File: src/rtl/frac_pkg.sv
// Shared definitions for the fraction reducer.
// Holds the FSM state encoding, the default operand width and the width of
// the per-bit step counter.
package frac_pkg;

  localparam int DEF_WIDTH = 8;
  localparam int CNT_W     = $clog2(DEF_WIDTH) + 1;

  typedef enum logic [1:0] {
    S_IDLE = 2'd0,
    S_DIV0 = 2'd1,
    S_DIV1 = 2'd2,
    S_DONE = 2'd3
  } state_t;

endpackage

File: src/rtl/_div_step.sv
// One iteration of an unsigned restoring divider.
// Ports:
//   i_r   - partial remainder (WIDTH+1 bits), always < i_g on entry
//   i_bit - next dividend bit, MSB first
//   i_g   - divisor
//   o_r   - partial remainder after this step
//   o_q   - quotient bit produced by this step
module _div_step #(
  parameter int WIDTH = 8
) (
  input  logic [WIDTH:0]   i_r,
  input  logic             i_bit,
  input  logic [WIDTH-1:0] i_g,
  output logic [WIDTH:0]   o_r,
  output logic             o_q
);

  logic [WIDTH+1:0] w_shift;
  logic [WIDTH:0]   w_sub;
  logic             w_ge;

  assign w_shift = {i_r, i_bit};
  assign w_ge    = (w_shift >= {2'b00, i_g});
  // When w_ge is set the true difference is below g, so the modulo
  // subtraction on the low WIDTH+1 bits is exact.
  assign w_sub   = w_shift[WIDTH:0] - {1'b0, i_g};
  assign o_r     = w_ge ? w_sub : w_shift[WIDTH:0];
  assign o_q     = w_ge;

endmodule

File: src/rtl/_frac_reduce.sv
// Reduces a fraction num0/num1 to lowest terms using the gcd from _gcd.
// A rising edge of _success (in IDLE or DONE) captures the operands and gcd;
// a single shared restoring divider then produces num0/g and num1/g, one
// quotient bit per clock.
// Ports:
//   _clock, _reset        - clock, async active-high reset
//   _num0/_num1/_greatest - operands and their gcd
//   _success              - gcd valid (level; rising edge triggers)
//   _red0/_red1           - reduced numerator / denominator
//   _busy/_done/_err      - division running / result valid / gcd was zero
//   _state                - current FSM state, for observation
module _frac_reduce
  import frac_pkg::*;
#(
  parameter int WIDTH = DEF_WIDTH
) (
  input  logic             _clock,
  input  logic             _reset,
  input  logic [WIDTH-1:0] _num0,
  input  logic [WIDTH-1:0] _num1,
  input  logic [WIDTH-1:0] _greatest,
  input  logic             _success,
  output logic [WIDTH-1:0] _red0,
  output logic [WIDTH-1:0] _red1,
  output logic             _busy,
  output logic             _done,
  output logic             _err,
  output logic [1:0]       _state
);

  localparam int CW = $clog2(WIDTH) + 1;

  state_t           r_state;
  logic             r_succ_prev;
  logic [WIDTH-1:0] r_n1;
  logic [WIDTH-1:0] r_g;
  logic [WIDTH-1:0] r_dvd;   // dividend, shifted left so the MSB is the next bit
  logic [WIDTH:0]   r_rem;
  logic [WIDTH-1:0] r_quo;
  logic [CW-1:0]    r_cnt;
  logic [WIDTH-1:0] r_red0;
  logic [WIDTH-1:0] r_red1;
  logic             r_busy;
  logic             r_done;
  logic             r_err;

  logic             w_trig;
  logic             w_last;
  logic [WIDTH:0]   w_rem;
  logic             w_q;
  logic [WIDTH-1:0] w_quo_next;

  assign w_trig     = _success & ~r_succ_prev;
  assign w_last     = (r_cnt == CW'(WIDTH - 1));
  assign w_quo_next = {r_quo[WIDTH-2:0], w_q};

  _div_step #(.WIDTH(WIDTH)) u_step (
    .i_r   (r_rem),
    .i_bit (r_dvd[WIDTH-1]),
    .i_g   (r_g),
    .o_r   (w_rem),
    .o_q   (w_q)
  );

  always_ff @(posedge _clock or posedge _reset) begin
    if (_reset) begin
      r_state     <= S_IDLE;
      r_succ_prev <= 1'b0;
      r_n1        <= '0;
      r_g         <= '0;
      r_dvd       <= '0;
      r_rem       <= '0;
      r_quo       <= '0;
      r_cnt       <= '0;
      r_red0      <= '0;
      r_red1      <= '0;
      r_busy      <= 1'b0;
      r_done      <= 1'b0;
      r_err       <= 1'b0;
    end else begin
      r_succ_prev <= _success;
      case (r_state)
        S_IDLE, S_DONE: begin
          if (w_trig) begin
            r_done <= 1'b0;
            r_err  <= 1'b0;
            if (_greatest != '0) begin
              r_state <= S_DIV0;
              r_busy  <= 1'b1;
              r_cnt   <= '0;
              r_rem   <= '0;
              r_quo   <= '0;
              r_dvd   <= _num0;
              r_n1    <= _num1;
              r_g     <= _greatest;
            end else begin
              // Divide by zero: pass the operands through and flag it.
              r_state <= S_DONE;
              r_red0  <= _num0;
              r_red1  <= _num1;
              r_err   <= 1'b1;
              r_done  <= 1'b1;
            end
          end
        end
        S_DIV0: begin
          if (w_last) begin
            r_red0  <= w_quo_next;
            r_rem   <= '0;
            r_quo   <= '0;
            r_cnt   <= '0;
            r_dvd   <= r_n1;
            r_state <= S_DIV1;
          end else begin
            r_rem <= w_rem;
            r_quo <= w_quo_next;
            r_dvd <= {r_dvd[WIDTH-2:0], 1'b0};
            r_cnt <= r_cnt + 1'b1;
          end
        end
        S_DIV1: begin
          if (w_last) begin
            r_red1  <= w_quo_next;
            r_rem   <= '0;
            r_quo   <= '0;
            r_cnt   <= '0;
            r_busy  <= 1'b0;
            r_done  <= 1'b1;
            r_state <= S_DONE;
          end else begin
            r_rem <= w_rem;
            r_quo <= w_quo_next;
            r_dvd <= {r_dvd[WIDTH-2:0], 1'b0};
            r_cnt <= r_cnt + 1'b1;
          end
        end
        default: r_state <= S_IDLE;
      endcase
    end
  end

  assign _red0  = r_red0;
  assign _red1  = r_red1;
  assign _busy  = r_busy;
  assign _done  = r_done;
  assign _err   = r_err;
  assign _state = r_state;

endmodule

File: config.mk
export PLATFORM = sky130hd
export DESIGN_NAME = _frac_reduce
export DESIGN_NICKNAME = d
export VERILOG_FILES = /design/src/rtl/frac_pkg.sv /design/src/rtl/_div_step.sv /design/src/rtl/_frac_reduce.sv
export SDC_FILE = /design/constraint.sdc
export NUM_CORES = 1
export LEC_CHECK = 0
export ABC_AREA = 1
export CORE_ASPECT_RATIO = 1.2
export CORE_MARGIN = 2
export CORE_UTILIZATION = 45
export CTS_BUF_LIST = sky130_fd_sc_hd__clkbuf_16
export CTS_CLUSTER_DIAMETER = 80
export DETAILED_ROUTE_END_ITERATION = 16
export HOLD_SLACK_MARGIN = 0.06
export PLACE_DENSITY_LB_ADDON = 0.1
export SYNTH_ARGS = -nofsm -noshare
export SYNTH_HDL_FRONTEND = slang
export SYNTH_HIERARCHICAL = 1
export SYNTH_SLANG_ARGS = --single-unit
File: constraint.sdc
create_clock -name _clock -period 2.75 [get_ports _clock]
set_input_delay 0.55 -clock _clock [delete_from_list [all_inputs] [get_ports _clock]]
set_output_delay 0.55 -clock _clock [all_outputs]
set_load 0.01 [all_outputs]
# == After elaboration in Yosys (flattened, before gate mapping) ==
# Cells that the tools add are included.
# word_totals
latch_bits,0
ff_bits,66
in_bits,27
memories,0
rom_bits,0
output_inout_bits,21
elab_cells,81
ramBits,0
# op_classes
div,0
reduce_logical,15
eq_ne,10
n_lt_le_gt_ge,1
addsub,2
n_shift,0
bitwise_logic,2
n_mux,38
mul,0
# op_table
op,n
8-bit 2-to-1 mux,9
9-bit 2-to-1 mux,4
8-bit one-hot mux with 2 select lines,2
8-bit one-hot mux with 3 select lines,1
7-bit 2-to-1 mux,3
9-bit one-hot mux with 2 select lines,1
7-bit one-hot mux with 2 select lines,1
4-bit 2-to-1 mux,3
2-bit inequality test (second input constant),6
3-bit AND reduction,4
4-bit AND reduction,3
10-bit by 8-bit >= comparator with 1-bit output,1
9-bit by 8-bit subtractor with 9-bit output,1
2-bit 2-to-1 mux,4
4-bit one-hot mux with 2 select lines,1
8-bit nonzero test,1
1-bit 2-to-1 mux,6
2-bit one-hot mux with 3 select lines,1
4-bit by 1-bit adder with 4-bit output (second input constant),1
2-bit equality test (second input constant),2
4-bit by 3-bit equality test with 1-bit output (second input constant),1
1-bit one-hot mux with 2 select lines,2
2-bit AND reduction,2
2-bit nonzero test,2
5 further kinds,6

# == Logic depth before layout (Yosys ltp) ==
# Gate-level depths: netlist of run 1.
# depth
ltp_word,4
depth_mapped,14
mapped_depth_nobuf,14

# == Hierarchy ==
# Netlist of run 1, hierarchy kept.
# modules_own_cells
module,seq_area_each_um2,n_inst,cells_each,area_each_um2
_frac_reduce,1651.6,1,418,3274.4
_div_step,0.0,1,119,665.6

# == Least setup slack after synthesis of run 1 ==
# OpenSTA, ideal clock, no wires.
# synth_timing
kind,register -> register
from,register r_dvd[7]
to,register r_rem[7]
t_arrival_ps,1800
setup_time_ps,66
path_stages_with_launch,14
required_ps,2684
path_slack_ps,884
n_path_buf,0
period_less_slack_ps,1866
cell_sequence,dfrtp_1 inv_1 ha_1 inv_1 fa_1 nand3_1 nand3_1 nand2_2 nand2_4 nor2_8 nand3_1 nand2_1 nand3_1 nand2_1
# synth_via
elab_chain_cells,4
word_cells_on_any_way,5
classes_between,add/sub: 1; order compare: 1; mux: 3
# synth_lines
element,line,source
"start, declared",_frac_reduce.sv:37,logic [WIDTH-1:0] r_dvd;
"start signal, assigned",_frac_reduce.sv:93,r_dvd <= _num0;
"start signal, assigned",_frac_reduce.sv:112,r_dvd <= r_n1;
"start signal, assigned",_frac_reduce.sv:117,"r_dvd <= {r_dvd[WIDTH-2:0], 1'b0};"
9-bit by 8-bit subtractor with 9-bit output / 10-bit by 8-bit >= comparator with 1-bit output (equally long branches),"_div_step.sv:26, _div_step.sv:23",
9-bit 2-to-1 mux (*),_div_step.sv:27,assign o_r = w_ge ? w_sub : w_shift[WIDTH:0];
named net w_rem[7],_frac_reduce.sv:49,logic [WIDTH:0] w_rem;
9-bit 2-to-1 mux (*),"_frac_reduce.sv:107, _frac_reduce.sv:122",
9-bit one-hot mux with 2 select lines (*),_frac_reduce.sv:82,case (r_state)
"end signal, assigned",_frac_reduce.sv:115,r_rem <= w_rem;
"end signal, assigned",_frac_reduce.sv:131,r_rem <= w_rem;
"end, declared",_frac_reduce.sv:38,logic [WIDTH:0] r_rem;
# The timed path passes the listed nets; every way through them passes the cells marked *.
# A chain may end at the register's enable or synchronous reset.

# == Worst setup path in the final report of run 1 ==
# layout_timing
from,input _greatest[7]
to,register r_n1[5]
# layout_via
elab_chain_cells,2
# layout_lines
element,line,source
"start, declared",_frac_reduce.sv:21,"input logic [WIDTH-1:0] _greatest,"
8-bit nonzero test,_frac_reduce.sv:87,if (_greatest != '0) begin
3-bit AND reduction (no source line),-,
"end signal, assigned",_frac_reduce.sv:94,r_n1 <= _num1;
"end, declared",_frac_reduce.sv:35,logic [WIDTH-1:0] r_n1;
# No other way between the ends.

==> summary.md, run 1 <==
| Metric | Value |
|---|---|
| Wirelength per Cell | `13.0 um` |
| H-tree depth | `3` |
| Largest area contributor in the netlist | `dfrtp_1` |
| Post-synthesis cell type count | `33` |
| Final hold viol count | `0` |
| Post-CTS Resized | `0` |
| Drt first-iter violations | `283` |
| Outcome | `finished clean` |
| Syn-to-layout area delta | `22.4%` |
| Post-synth ARST share | `1.00` |
| Tot GR Track Use | `0.213` |
| Layout cells sized above 1 | `0.0897` |
| WP data required | `2.96 ns` |
| Area contributors post-synth | `dfrtp_1 (42%), nand2_1 (21%), inv_1 (6.2%), nand3_1 (6.1%), o21ai_0 (4.4%)` |
| Site row count | `37` |
| Slew at the pin with the worst max-slew slack | `0.837 ns` |
| Number of global-route vias before repair | `3366` |
| YS warnings | `6` |
| Syn_nets | `577` |
| Slowest CP cell | `nor2_1` |
| Worst-path cell chain | `clkdlybuf4s50_1, nor2_1, nand2_1, nor2_2, nor2_1, nand2_2, buf_4, nand2_1, o21ai_0` |
| Max Fclk | `414 MHz` |
| Yosys top cell area share | `0.419` |
| Worst min path class | `in -> async` |
| Min Tclk post-route | `2.42 ns` |
| Finish-stage setup viols | `0` |
| Setup Skew | `0.00724 ns` |
| Final #Nets | `626` |
| Slew headroom | `0.440` |
| Hold buffer count at CTS | `0` |
| DP HPWL | `6760 um` |
| Worst Reg-to-Reg Cells | `8` |
| CP Data Arrival Time | `2.63 ns` |
| Max Root-Sink Buffers | `2` |
| Die area | `0.00952 sq mm` |
| Core Region | `0.00856 sq mm` |
| Final period utilization | `0.879` |
| Number of setup buffers added after CTS | `0` |
| Max stage delay on crit path | `0.64 ns` |
| Worst-Skew Late Latency | `0.33 ns` |
| Die H | `107 um` |
| CTS root buffer | `clkbuf_16` |
| Worst r2r src | `_state[0]` |
| Most used DFF post-synth | `dfrtp_1` |
| Peak supply drop | `0.642 mV` |
| Top cells by count, synth | `nand2_1 (223), dfrtp_1 (66), inv_1 (65)` |
| Count leader, synth | `nand2_1` |
| DRC violations left | `0` |
| Clk sinks | `66` |
| Synth Instances | `537` |
| Antenna violations before repair | `0` |
| N_diodes | `0` |
| CP startpoint kind | `input port` |
| Largest net degree at the start of global routing | `63` |
| ANT nets after route | `0` |
| Final Slew Violations | `0` |
| Unrepaired setup endpoints after global routing | `no` |
| I/O pins | `48` |
| DR vias/cell | `4.87` |
| CP endpoint kind | `flip-flop` |
| Starting density of the core | `0.460` |
| Leak | `2.54 nW` |
| CP Buf/Inv Count | `2` |
| Register area share after synthesis | `0.419` |
| Die width | `89.4 um` |
| Critical path origin | `_greatest[7]` |
| Clk slew on worst S/H paths | `0.06 ns` |
| Critical path's top delay family | `simple AND/OR/NAND/NOR gates` |
| PwrDens | `1430 mW/mm^2` |
| First-pass GRT wire length | `15800 um` |
| R2R Setup Slk | `0.35 ns` |
| Fin Setup TNS | `0 ns` |
| Num CTS Buffers | `9` |
| Drt first pass iters | `5` |
| Post-synth EDFFs | `0` |
| Via count | `3446` |
| Synthesized area | `0.00394 sq mm` |
| RR Endpoint | `r_n1[5]` |
| FF+latch count, synth | `66` |
| Kind of critical path | `in -> reg` |
| Total wire length | `9180 um` |
| Synthesized area per cell | `7.34 sq um` |
| Grt total ovfl | `0` |
| I/O Buffers | `47` |
| Placer congestion estimate | `0.794` |
| Max-cap violation count | `0` |
| TritonCTS clock tree | `done` |
| Post-Route Utilization | `0.563` |
| CP max FO | `14` |
flip-flops by register name, indices dropped and copies added, names as in the netlist:
| name | flops |
|---|---|
| r_cnt | 4 |
| _red1 | 8 |
| _done | 1 |
| _busy | 1 |
| r_g | 8 |
| _red0 | 8 |
| _state | 2 |
| _err | 1 |
| r_n1 | 8 |
| r_quo | 7 |
| r_succ_prev | 1 |
| r_rem | 9 |
| r_dvd | 8 |
per-stage QoR:
step                      std cells  setup slack (ns)  power [mW]  hold WS (ns)  instance area (sq um)
after floorplan                 537             0.545        4.74         0.442                   3940
after global placement          692            0.0301        5.67         0.458                   4510
after detailed placement        692           -0.0123        5.73         0.459                   4510
after CTS                       708             0.315        6.96         0.414                   4820
after global routing            708            0.0732        7.62         0.433                   4820
final                           708             0.333        6.92         0.416                   4820
area by class of cell:
cell class                 count  area (sq um)
inverter                      69           262
clock inverter                 7          86.3
fill                         832          3740
clock buffer                   9           225
tap                          117           146
timing repair buffer          54           536
sequential                    66          1650
multi-input combinational    386          1920
kinds of logic (layout without fill, tap and decap cells):
logic type / after synthesis / in the layout / share of synthesized area
adders and majority gates: 13 / 13 / 0.0432
buffers and inverters: 85 / 139 / 0.0943
DFF: 66 / 66 / 0.419
AOI/OAI and AO/OA: 58 / 58 / 0.0848
xor gates and xnor gates: 4 / 4 / 0.00889
and+or+nand+nor: 311 / 311 / 0.350
layer usage:
metal,up-vias,track usage,part of all wire
met4,0,0.0661,0.015
met2,61,0.332,0.48
met1,1605,0.295,0.47
met5,-,0,0
li1,1770,-,-
met3,10,0.0458,0.035
worst max-delay path by stage:
| stage | to | slack [ns] | cells past startpoint |
|---|---|---|---|
| after floorplan | _busy | 0.55 | 1 |
| after global placement | r_n1[4] | 0.03 | 9 |
| after detailed placement | r_n1[5] | -0.01 | 9 |
| after CTS | r_n1[5] | 0.31 | 9 |
| after global routing | r_n1[5] | 0.07 | 7 |
| final | r_n1[5] | 0.33 | 9 |
layout by cell type, fill, tap and decap left out, types with 2 or more instances in the layout:
cell             synthesis  routed
nor2_2                   2       2
clkbuf_16                0       9
o21ai_0                 35      35
o21a_1                   2       2
xor2_1                   4       4
nand3_1                 48      48
inv_2                    3       4
inv_1                   65      66
buf_4                    2       6
a21oi_1                 10      10
clkdlybuf4s50_1          0      47
o21ai_2                  2       2
clkinv_2                 0       2
nand2_2                  9       9
nor2_8                   3       3
nand2_1                223     223
ha_1                    12      12
nand2_4                  3       3
bufinv_16                0       2
nand4_1                  2       2
nand3_2                  3       3
nor2_1                  15      15
dfrtp_1                 66      66
o21ai_1                  5       5
report_power, final:
part,switching [mW],internal [mW],leakage (nW),total (mW)
logic,2.43,1.48,1.55,3.91
registers,0.372,1.44,0.831,1.81
clock network,0.412,0.785,0.162,1.20
total,3.21,3.71,2.54,6.92
(Power assumes the default switching activity.)
==> inputs of run 2 (changes only) <==
- CORE_MARGIN: 2 -> default
==> summary.md, run 2 (same netlist as run 1, synthesis figures left out) <==
| Metric | Value |
|---|---|
| Max-cap violation count | `0 (unchanged)` |
| Setup Skew | `0.00687 ns (-0.000372 ns)` |
| Met3 Resource Use GR | `0.0413 (-0.00454)` |
| WP data required | `2.96 ns (about the same)` |
| Slew at the pin with the worst max-slew slack | `0.692 ns (-0.145 ns)` |
| Largest register by flop count | `r_rem` |
| Unrepaired setup endpoints after global routing | `no` |
| Number of global-route vias before repair | `3419 (+1.6%)` |
| DR vias/cell | `4.89 (+0.43%)` |
| Number of setup buffers added after CTS | `0 (unchanged)` |
| Num CTS Buffers | `9 (unchanged)` |
| Finish-stage setup viols | `0 (unchanged)` |
| DRC violations left | `0 (unchanged)` |
| Final period utilization | `0.779 (-0.100)` |
| Die area | `0.00914 sq mm (-4.1%)` |
| Die width | `87.4 um (-2.2%)` |
| Grt total ovfl | `0 (unchanged)` |
| Net Sw Frac | `0.478 (+0.0139)` |
| Drt first-iter violations | `139 (-51%)` |
| Min-delay src | `_red0[5]` |
| Internal | `3.54 mW (-4.6%)` |
| Number of fillers in the final layout | `857 (+3.0%)` |
| Leak | `2.50 nW (-1.4%)` |
| Non-filler cells, final | `707 (-0.14%)` |
| Site row count | `37 (unchanged)` |
| CP endpoint kind | `flip-flop` |
| Final hold slack | `0.472 ns (+0.0557 ns)` |
| CTS root buffer | `clkbuf_16` |
| Final Slew Violations | `0 (unchanged)` |
| Placed cell count | `692 (unchanged)` |
| Sequential power share | `0.265 (+0.003)` |
| I/O pins | `48 (unchanged)` |
| Starting density of the core | `0.463 (+0.00250)` |
| Critical path origin | `r_dvd[7]` |
| Worst r2r src | `r_dvd[7]` |
| Kind of critical path | `reg -> reg` |
| GR Util met2 | `0.381 (+0.0488)` |
| CP startpoint kind | `flip-flop` |
| CP Data Arrival Time | `2.35 ns (-0.28 ns)` |
| Hold buffer count at CTS | `0 (unchanged)` |
| H-tree depth | `3 (unchanged)` |
| Design area | `0.00477 sq mm (-1.0%)` |
| Placer congestion estimate | `0.834 (+5.0%)` |
| Die H | `105 um (-1.9%)` |
| Wirelength per Cell | `13.1 um (+0.93%)` |
| Max Root-Sink Buffers | `2 (unchanged)` |
| Commonest non-fill, non-tap cell in the layout | `nand2_1` |
| Post-DP Area | `0.00451 sq mm (unchanged)` |
| Clk sinks | `66 (unchanged)` |
| Drt first pass iters | `4 (-1)` |
| Largest net degree at the start of global routing | `52 (-17%)` |
| TritonCTS clock tree | `done` |
| Total wire length | `9250 um (+0.78%)` |
| GR met1 Demand/Resource | `0.295 (+0.000302)` |
| Most frequent cells in the layout | `nand2_1 (223), dfrtp_1 (66), inv_1 (65)` |
| CP max FO | `12 (-2)` |
| Max reg flops | `9 (unchanged)` |
| Tot GR Track Use | `0.227 (+0.0143)` |
| Final #Nets | `626 (unchanged)` |
| Clk slew on worst S/H paths | `0.06 ns (about the same)` |
| Net Switching | `3.24 mW (+0.89%)` |
| Core Region | `0.00852 sq mm (-0.54%)` |
| Fin Setup TNS | `0 ns (unchanged)` |
| I/O Buffers | `47 (unchanged)` |
| Syn-to-layout area delta | `21.1%` |
| Worst-Skew Late Latency | `0.33 ns (about the same)` |
| Antenna violations before repair | `0 (unchanged)` |
| Min Tclk post-route | `2.14 ns (-0.276 ns)` |
| PwrDens | `1420 mW/mm^2 (-1.0%)` |
| Clk pwr share | `0.149 (-0.024)` |
| Slew headroom | `0.539 (+0.0988)` |
| Via count | `3456 (+0.29%)` |
| Worst min path class | `reg -> reg` |
| Final hold viol count | `0 (unchanged)` |
| Max Fclk | `467 MHz (+13%)` |
| N_diodes | `0 (unchanged)` |
| Outcome | `finished clean` |
| ANT nets after route | `0 (unchanged)` |
| DP HPWL | `6800 um (+0.61%)` |
| First-pass GRT wire length | `16300 um (+3.1%)` |
| Sequential cell area | `0.00165 sq mm (unchanged)` |
| Post-CTS Resized | `0 (unchanged)` |
| Layout cells sized above 1 | `0.0881 (-0.00154)` |
| Gr busiest metal | `met2` |
| Peak supply drop | `1.01 mV (+57%)` |
| Area of the multi-input gates | `0.00192 sq mm (unchanged)` |
| Comb pwr share | `0.585 (+0.020)` |
run 2: layout make-up:
type	count	share of cell area
Tap cell	117	0.0307
Timing Repair Buffer	54	0.112
Inverter	69	0.0548
Clock buffer	9	0.0472
Sequential cell	66	0.346
Clock inverter	6	0.00760
Multi-Input combinational cell	386	0.402
run 2: final timing paths:
check,endpoint,slack [ns],depth (start not counted)
hold reg to reg,_red0[5],0.47,2
setup reg to reg,_red1[0],0.61,12
setup / recovery,_red1[0],0.61,12
min in group asynchronous,_red1[7],0.50,2
hold / removal,_red0[5],0.47,2
max in group asynchronous,r_rem[6],1.66,3
run 2: power groups by stage:
| stage | clock network (mW) | logic [mW] | registers [mW] |
|---|---|---|---|
| after floorplan | 0 | 2.96 | 1.78 |
| after global placement | 0 | 3.90 | 1.81 |
| after detailed placement | 0 | 3.97 | 1.81 |
| after CTS | 1.02 | 4.00 | 1.80 |
| after global routing | 1.08 | 4.56 | 1.86 |
| final | 1.01 | 3.97 | 1.80 |
run 2: critical path: stages (launching register included):
cell and delay [ns]:
dfrtp_1 0.40, inv_1 0.06, ha_1 0.13, inv_1 0.06, fa_1 0.43, nand3_1 0.11
nand3_1 0.12, nand2_2 0.14, nand4_4 0.21, nand2_1 0.11, o21ai_0 0.10, nand2_1 0.09
nand2_1 0.06
run 2: stage by stage:
| stage | setup slack, ns | util | power (mW) |
|---|---|---|---|
| after floorplan | 0.545 | - | 4.74 |
| after global placement | 0.543 | 0.530 | 5.71 |
| after detailed placement | 0.503 | 0.530 | 5.79 |
| after CTS | 0.609 | 0.560 | 6.82 |
| after global routing | 0.423 | 0.560 | 7.50 |
| final | 0.608 | 0.560 | 6.77 |
run 2: routing by layer:
| metal | wire length, um | vias up |
|---|---|---|
| li1 | - | 1770 |
| met1 | 4150 | 1600 |
| met2 | 4620 | 72 |
| met3 | 325 | 14 |
| met4 | 157 | 0 |
| met5 | 0 | - |
==> inputs of run 3 (changes only) <==
- clock period: 2.75 -> 2.05 ns (I/O delays scaled with it)
==> summary.md, run 3 (same netlist as run 1, synthesis figures left out) <==
| Metric | Value |
|---|---|
| Slowest CP cell | `dfrtp_1` |
| Unrepaired setup endpoints after global routing | `yes` |
| Drt first pass iters | `4 (unchanged)` |
| Largest register by flop count | `r_rem` |
| Sequential power share | `0.243 (-0.022)` |
| Most frequent cells in the layout | `nand2_1 (223), dfrtp_1 (66), inv_1 (63)` |
| Wirelength per Cell | `13.8 um (+5.1%)` |
| Max stage delay on crit path | `0.39 ns (-0.04 ns)` |
| Num CTS Buffers | `9 (unchanged)` |
| Max Fclk | `514 MHz (+10%)` |
| RR Endpoint | `r_rem[1]` |
| Clk pwr share | `0.160 (+0.011)` |
| Clk sinks | `66 (unchanged)` |
| PwrDens | `1990 mW/mm^2 (+40%)` |
| Finish-stage setup viols | `0 (unchanged)` |
| Critical path's top delay family | `simple AND/OR/NAND/NOR gates` |
| CP Buf/Inv Count | `2 (unchanged)` |
| Final hold viol count | `0 (unchanged)` |
| H-tree depth | `3 (unchanged)` |
| Worst-path cell chain | `inv_1, ha_1, inv_2, fa_2, nand3_2, nand3_4, nand2_8, nand2_8, nor2_8, nand3_1, nand2_1, nand3_1, nand2_1` |
| Final #Nets | `639 (+2.1%)` |
| Max Root-Sink Buffers | `2 (unchanged)` |
| Drt first-iter violations | `255 (+83%)` |
| Setup Skew | `0.00700 ns (+0.000135 ns)` |
| I/O pins | `48 (unchanged)` |
| Core Region | `0.00852 sq mm (unchanged)` |
| Tot GR Track Use | `0.235 (+0.00746)` |
| Min Tclk post-route | `1.95 ns (-0.195 ns)` |
| Starting density of the core | `0.463 (unchanged)` |
| CP startpoint kind | `flip-flop` |
| WP data required | `2.31 ns (-0.65 ns)` |
| CTS root buffer | `clkbuf_16` |
| I/O Buffers | `47 (unchanged)` |
| Number of global-route vias before repair | `3541 (+3.6%)` |
| DP HPWL | `7040 um (+3.6%)` |
| Slew headroom | `0.721 (+0.182)` |
| Layout cells sized above 1 | `0.114 (+0.0261)` |
| Internal | `5.34 mW (+51%)` |
| Worst-Skew Late Latency | `0.33 ns (about the same)` |
| ANT nets after route | `0 (unchanged)` |
| Die width | `87.4 um (unchanged)` |
| Post-Route Utilization | `0.589 (+0.0289)` |
| Peak supply drop | `1.12 mV (+11%)` |
| Syn-to-layout area delta | `27.4%` |
| Largest net degree at the start of global routing | `29 (-44%)` |
| Kind of critical path | `reg -> reg` |
| Final hold slack | `0.406 ns (-0.0655 ns)` |
| Grt total ovfl | `0 (unchanged)` |
| Comb pwr share | `0.597 (+0.012)` |
| Placer congestion estimate | `0.878 (+5.3%)` |
| Antenna violations before repair | `0 (unchanged)` |
| Worst r2r src | `r_dvd[7]` |
| Via count | `3561 (+3.0%)` |
| Worst Reg-to-Reg Cells | `13 (+1)` |
| Slew at the pin with the worst max-slew slack | `0.418 ns (-0.274 ns)` |
| CP Data Arrival Time | `2.21 ns (-0.14 ns)` |
| Max reg flops | `9 (unchanged)` |
| Sequential cell area | `0.00165 sq mm (unchanged)` |
| CP endpoint kind | `flip-flop` |
| Area of the multi-input gates | `0.00199 sq mm (+3.9%)` |
| Pre-CTS WS | `0.0278 ns (-0.475 ns)` |
| Net Switching | `4.66 mW (+44%)` |
| Final Slew Violations | `0 (unchanged)` |
| Total wire length | `9920 um (+7.2%)` |
| Max-cap violation count | `0 (unchanged)` |
| R2R Setup Slk | `0.10 ns (-0.51 ns)` |
| Die H | `105 um (unchanged)` |
| Worst Slack Setup Final | `0.103 ns (-0.505 ns)` |
| DR vias/cell | `4.94 (+1.0%)` |
| Leak | `2.60 nW (+4.0%)` |
| DRC violations left | `0 (unchanged)` |
| TritonCTS clock tree | `done` |
| CP max FO | `5 (-7)` |
| Clk slew on worst S/H paths | `0.06 ns (about the same)` |
| Commonest non-fill, non-tap cell in the layout | `nand2_1` |
| Outcome | `finished clean` |
| Worst min path class | `in -> async` |
| Site row count | `37 (unchanged)` |
| Die area | `0.00914 sq mm (unchanged)` |
| N_diodes | `0 (unchanged)` |
| Net Sw Frac | `0.466 (-0.0123)` |
| Final period utilization | `0.950 (+0.171)` |
| Number of fillers in the final layout | `857 (unchanged)` |
| First-pass GRT wire length | `16600 um (+1.9%)` |
run 3: layout make-up:
type | instances | area share
clock buffer | 9 | 0.0449
clock inverter | 7 | 0.0167
multi-input combinational | 388 | 0.397
inverter | 69 | 0.0528
sequential | 66 | 0.329
tap | 117 | 0.0292
timing repair buffer | 65 | 0.131
run 3: timing repair:
item / in CTS / in global routing
buffers inserted: 0 / 1
endpoints found under the setup margin: 0 / 13
resized for setup: 0 / 9
hold endpoints to repair: 0 / 0
hold buffers: 0 / 0
run 3: worst max-delay path by stage:
| stage | from | endpoint | slack (ns) | depth (start not counted) |
|---|---|---|---|---|
| after CTS | r_dvd[7] | _red1[0] | 0.01 | 12 |
| final | r_dvd[7] | r_rem[1] | 0.10 | 13 |
| after detailed placement | _success | r_dvd[5] | 0.03 | 8 |
| after global placement | _success | r_dvd[7] | 0.05 | 8 |
| after floorplan | r_dvd[7] | r_rem[7] | 0.18 | 13 |
| after global routing | r_dvd[7] | r_rem[3] | -0.02 | 13 |
run 3: power groups by stage:
stage / Combinational [mW] / Sequential [mW] / Clock, mW
2_1_floorplan: 3.98 / 2.39 / 0
3_3_place_gp: 5.47 / 2.42 / 0
3_5_place_dp: 5.53 / 2.43 / 0
4_1_cts: 5.60 / 2.42 / 1.63
5_1_grt: 6.67 / 2.50 / 1.69
6_report: 5.97 / 2.42 / 1.60
run 3: per-layer routing:
metal / vias up / global-route usage / wire [um]
met5: - / 0 / 0
met4: 0 / 0.0820 / 110
met3: 6 / 0.0460 / 236
met2: 51 / 0.394 / 4970
met1: 1700 / 0.298 / 4600
li1: 1804 / - / -
run 3: worst reg2reg max path, stage by stage, from the launching register on:
cell	delay [ns]
dfrtp_1	0.39
inv_1	0.06
ha_1	0.15
inv_2	0.06
fa_2	0.35
nand3_2	0.11
nand3_4	0.11
nand2_8	0.12
nand2_8	0.07
nor2_8	0.15
nand3_1	0.09
nand2_1	0.08
nand3_1	0.08
nand2_1	0.08
run 3: metrics by stage:
step | cell area [sq um] | power, mW | instances | setup TNS (ns)
2_1_floorplan | 3940 | 6.36 | 537 | 0
3_3_place_gp | 4620 | 7.88 | 702 | 0
3_5_place_dp | 4620 | 7.95 | 702 | 0
4_1_cts | 4920 | 9.65 | 718 | 0
5_1_grt | 5020 | 10.9 | 721 | -0.0525
6_report | 5020 | 10.0 | 721 | 0
